===== src/rtl/mac_sequencer.sv =====
// Dot-product sequencer: streams operand vectors from two memories into a MAC,
// masks the tail beat, then holds the MAC result until it is consumed.
module mac_sequencer #(
    parameter int unsigned FRAC_WIDTH  = 24,
    parameter int unsigned EXP_WIDTH   = 8,
    parameter int unsigned VECTOR_SIZE = 8,
    parameter int unsigned LEN_WIDTH   = 16,
    parameter int unsigned ADDR_WIDTH  = 12,
    localparam int unsigned DATA_WIDTH = FRAC_WIDTH + EXP_WIDTH
) (
    input  logic                              clkIn,
    input  logic                              rstIn,
    input  logic                              cmdValidIn,
    output logic                              cmdReadyOut,
    input  logic [LEN_WIDTH-1:0]              cmdLenIn,
    input  logic [ADDR_WIDTH-1:0]             cmdBaseAIn,
    input  logic [ADDR_WIDTH-1:0]             cmdBaseBIn,
    output logic                              rdEnOut,
    output logic [ADDR_WIDTH-1:0]             rdAddrAOut,
    output logic [ADDR_WIDTH-1:0]             rdAddrBOut,
    input  logic [DATA_WIDTH*VECTOR_SIZE-1:0] rdDataAIn,
    input  logic [DATA_WIDTH*VECTOR_SIZE-1:0] rdDataBIn,
    output logic [DATA_WIDTH*VECTOR_SIZE-1:0] macDataAOut,
    output logic [DATA_WIDTH*VECTOR_SIZE-1:0] macDataBOut,
    output logic [VECTOR_SIZE-1:0]            macValidOut,
    output logic                              macLastOut,
    input  logic [DATA_WIDTH-1:0]             macDataIn,
    input  logic                              macValidIn,
    output logic [DATA_WIDTH-1:0]             resultDataOut,
    output logic                              resultValidOut,
    input  logic                              resultReadyIn,
    output logic                              busyOut
);

    localparam int unsigned LogVs = $clog2(VECTOR_SIZE);
    localparam int unsigned RemW  = (LogVs > 0) ? LogVs : 1;

    typedef enum logic [1:0] {StIdle, StIssue, StWait, StHold} state_e;

    state_e                  state_q, state_d;
    logic [ADDR_WIDTH-1:0]   addr_a_q, addr_a_d;
    logic [ADDR_WIDTH-1:0]   addr_b_q, addr_b_d;
    logic [LEN_WIDTH-1:0]    beats_q, beats_d;
    logic [RemW-1:0]         rem_q, rem_d;
    logic [VECTOR_SIZE-1:0]  mac_valid_q, mac_valid_d;
    logic                    mac_last_q, mac_last_d;
    logic [DATA_WIDTH-1:0]   result_q, result_d;
    logic [VECTOR_SIZE-1:0]  tail_mask;
    logic                    last_beat;

    assign last_beat = (beats_q == LEN_WIDTH'(1));

    // A zero remainder means the final beat is full.
    always_comb begin
        tail_mask = '0;
        for (int i = 0; i < int'(VECTOR_SIZE); i++) begin
            tail_mask[i] = (rem_q == '0) || (RemW'(i) < rem_q);
        end
    end

    always_comb begin
        state_d     = state_q;
        addr_a_d    = addr_a_q;
        addr_b_d    = addr_b_q;
        beats_d     = beats_q;
        rem_d       = rem_q;
        mac_valid_d = '0;
        mac_last_d  = 1'b0;
        result_d    = result_q;
        unique case (state_q)
            StIdle: begin
                if (cmdValidIn) begin
                    if (cmdLenIn == '0) begin
                        result_d = '0;
                        state_d  = StHold;
                    end else begin
                        addr_a_d = cmdBaseAIn;
                        addr_b_d = cmdBaseBIn;
                        beats_d  = LEN_WIDTH'(({1'b0, cmdLenIn}
                                   + (LEN_WIDTH + 1)'(VECTOR_SIZE - 1)) >> LogVs);
                        rem_d    = RemW'(cmdLenIn % LEN_WIDTH'(VECTOR_SIZE));
                        state_d  = StIssue;
                    end
                end
            end
            StIssue: begin
                mac_valid_d = last_beat ? tail_mask : '1;
                mac_last_d  = last_beat;
                addr_a_d    = addr_a_q + ADDR_WIDTH'(1);
                addr_b_d    = addr_b_q + ADDR_WIDTH'(1);
                beats_d     = beats_q - LEN_WIDTH'(1);
                if (last_beat) state_d = StWait;
            end
            StWait: begin
                if (macValidIn) begin
                    result_d = macDataIn;
                    state_d  = StHold;
                end
            end
            StHold: begin
                if (resultReadyIn) state_d = StIdle;
            end
            default: state_d = StIdle;
        endcase
    end

    always_ff @(posedge clkIn or negedge rstIn) begin
        if (!rstIn) begin
            state_q     <= StIdle;
            addr_a_q    <= '0;
            addr_b_q    <= '0;
            beats_q     <= '0;
            rem_q       <= '0;
            mac_valid_q <= '0;
            mac_last_q  <= 1'b0;
            result_q    <= '0;
        end else begin
            state_q     <= state_d;
            addr_a_q    <= addr_a_d;
            addr_b_q    <= addr_b_d;
            beats_q     <= beats_d;
            rem_q       <= rem_d;
            mac_valid_q <= mac_valid_d;
            mac_last_q  <= mac_last_d;
            result_q    <= result_d;
        end
    end

    assign cmdReadyOut    = (state_q == StIdle);
    assign rdEnOut        = (state_q == StIssue);
    assign rdAddrAOut     = addr_a_q;
    assign rdAddrBOut     = addr_b_q;
    assign macDataAOut    = rdDataAIn;
    assign macDataBOut    = rdDataBIn;
    assign macValidOut    = mac_valid_q;
    assign macLastOut     = mac_last_q;
    assign resultDataOut  = result_q;
    assign resultValidOut = (state_q == StHold);
    assign busyOut        = (state_q != StIdle);

endmodule

===== config.mk =====
export PLATFORM = sky130hd
export DESIGN_NAME = mac_sequencer
export DESIGN_NICKNAME = d
export VERILOG_FILES = /design/src/rtl/mac_sequencer.sv
export SDC_FILE = /design/constraint.sdc
export NUM_CORES = 1
export LEC_CHECK = 0
export ABC_CLOCK_PERIOD_IN_PS = 4400
export BUFFER_PORTS_ARGS = -buffer_cell sky130_fd_sc_hd__buf_2
export CAP_MARGIN = 20
export CELL_PAD_IN_SITES_DETAIL_PLACEMENT = 0
export CELL_PAD_IN_SITES_GLOBAL_PLACEMENT = 1
export CORE_AREA = 5 5 459 461
export CTS_CLUSTER_DIAMETER = 200
export DETAILED_ROUTE_END_ITERATION = 7
export DIE_AREA = 0 0 464 466
export PLACE_DENSITY = 0.3
export SYNTH_ARGS = -nofsm -noshare
export SYNTH_HDL_FRONTEND = slang
export SYNTH_SLANG_ARGS = --single-unit

===== constraint.sdc =====
create_clock -name clkIn -period 4.4 [get_ports clkIn]
set_clock_uncertainty 0.05 [all_clocks]
set_input_delay 1.1 -clock clkIn [delete_from_list [all_inputs] [get_ports clkIn]]
set_output_delay 1.1 -clock clkIn [all_outputs]
set_load 0.01 [all_outputs]

==> metrics <==
status=completed; cells along the critical path=inv_1 -> ha_1 -> clkinv_1 -> buf_4 -> buf_2; VDD IR max=0.206 mV; Iter 0 DRT Violations=281; total CTS buffers=9; CTS max path bufs=2; dpl cell area=9130 µm²; # DRC=0; crit path DAT=2070 ps; Seq/Total Area, Yosys=24.7%; Mapped Area=8710 µm²; Slew Viols, Final=0; Yosys reg bits=86; slowest CP cell=ha_1; Core Area=206,000 µm²; vias per cell=1.75; initial antenna violation count=29; met1 usage=4.36%; cell family with most CP delay=buffers and inverters; Top Usage Layer GRT=met2; Post CTS Setup Buffer Count=0; synth unique cells=65; Seq. cell area=2150 µm²; critical path fanouts, max=8; WL final=94,500 µm; Hold WC Path Type=reg -> reg; vias in the first global route=6,321; Post-Route Utilization=4.58%; stages on the worst setup path=5; Initial Util=4.23%; Final Cell Area=9430 µm²; Post-synth EDFFs=0; Synth async-reset ratio=100%; f_max=0.311 GHz; largest net degree at the start of global routing=43; post_cts resized=0; first-pass GRT wire length=110,000 µm; Tcrit/Tclk final=73.2%; CTS tree=yes; I/O pins=1,170; routability cong.=0.659; TritonCTS Sinks=86; most common cell after layout, fill and taps aside=buf_2; final net count=1,277; simple-gate portion of the synthesized area=10.9%; Worst path max stage delay=460 ps; Area Growth Syn to Fin=8.18%; met2 Usage GRT=15.0%; largest family of logic cells by synthesized area=buffers and inverters; worst slew pin tran=979 ps; setup TNS=0 ps; Worst R2R Setup Slack=1490 ps; GRT Util Overall=8.38%; maxcap violations=0; Syn. warnings=0; Vias=5,938; FP Rows=167; # setup viols final=0; hold buffer count at CTS=0; Final Hold Vio Count=0; Synth Area in Adders=1.15%; post-layout min period=3220 ps; r2r worst-path depth=5; later-pin clock latency in the skew report=410 ps; antenna-violating nets left=0; Critical Path Sink Type=primary output; xor and xnor area share after synthesis=1.31%; Required @ worst endpoint=3250 ps; met3 usage=9.35%; area of the multi-input gates=2520 µm²; CTS H-tree depth=3; clock transition at the registers of the reported paths=80 ps; worst setup margin=1180 ps; critical path class=reg -> out; RSZ-0062 raised after global routing=no; Die ar.=216,000 µm²; Setup WS pre-CTS=760 ps; fin cells=3,393; CP bufs+invs=4; Fin Hold WS=454 ps; Fill cells=24,500; DPL Wire Length=85,300 µm; syn_nets=1,633; DR WL/cell=27.8 µm; Synth Area in Compound Gates=13.4%; Hold Path Stages=1; Syn Area/Cell=8.41 µm²; Rel. slew slack=34.7%; crit start category=register; commonest cells after routing, fill and taps aside=buf_2 (144), dfrtp_1 (86), nor2_1 (44); Placed Instances=3,373; clock root buffer=clkbuf_16; Die Wd=464 µm; pwr/cell area=242 nW/µm²; leakage power=2.90 nW; GRT Residual Overflow=0; Port-buffer cells=145; share of cells above drive strength 1=31.5%; top_reg_cell synth=dfrtp_1; DR pass1 iterations=4; Tot Pwr=2.28 mW; die height=466 µm; mux contribution to synthesized area=1.91%; Post-Syn Instances=1,036
-- per-layer routing --
| metal | routed length (µm) | vias up |
|---|---|---|
| li1 | - | 2296 |
| met1 | 17200 | 2539 |
| met2 | 47400 | 781 |
| met3 | 23100 | 318 |
| met4 | 6780 | 4 |
| met5 | 69 | - |
-- synth_stat cells (4+ instances only) --
cell type  count  share of area, %
inv_1         15              0.65
a221o_1        4              0.46
o211ai_1       8              0.69
a211o_1        4              0.40
nand3_1       19               1.1
buf_4        514                44
a21oi_1       18               1.0
nor4_1        11              0.79
a22o_1        32               3.2
or3_1          6              0.43
xnor2_1       10               1.0
and3_1        11              0.79
nor2_1        44               1.9
a31oi_1       10              0.72
clkbuf_1      23              0.99
or4_1          5              0.43
or2_2          4              0.29
nand2_1       43               1.9
a211oi_1      10              0.86
dfrtp_1       86                25
ha_1           8               1.1
mux2i_1       11               1.3
nor3_1        24               1.4
nand4_1        8              0.57
buf_2          5              0.29
o31ai_1        8              0.69
mux2_2         4              0.52
o21ai_0       28               1.6
-- final timing paths --
check                                        from                 to
max in group asynchronous                   rstIn  resultDataOut[21]
min in group asynchronous                   rstIn  resultDataOut[28]
worst min register to register  resultDataOut[20]  resultDataOut[20]
worst max-delay path                   state_q[0]            busyOut
worst min-delay path            resultDataOut[20]  resultDataOut[20]
worst max register to register         beats_q[6]         state_q[1]
-- flip-flops by register name, indices dropped and copies added, names as in the netlist --
register       flops
macLastOut         1
state_q            2
rdAddrBOut        12
rem_q              3
resultDataOut     32
beats_q           16
macValidOut        8
rdAddrAOut        12
-- power breakdown --
group | internal (mW) | switching [mW] | leakage (nW)
Clock | 0.400 | 0.477 | 0.145
Sequential | 0.851 | 0.117 | 1.04
Combinational | 0.157 | 0.275 | 1.72
Total | 1.41 | 0.870 | 2.90
-- logic make-up after synthesis --
logic type	after synthesis
DFF	86
muxes	16
AOI/OAI and AO/OA	159
and+or+nand+nor	191
buffers and inverters	563
adders and majority gates	8
xor gates and xnor gates	13
-- area by class of cell --
class,count,area share (%)
clock buffer,9,2.39
antenna,4,0.106
clock inverter,7,0.664
tap,2704,35.9
multi-input combinational,387,26.7
timing repair buffer,180,10.8
inverter,16,0.637
sequential,86,22.8
No activity file was read; power rests on OpenSTA's default activity.
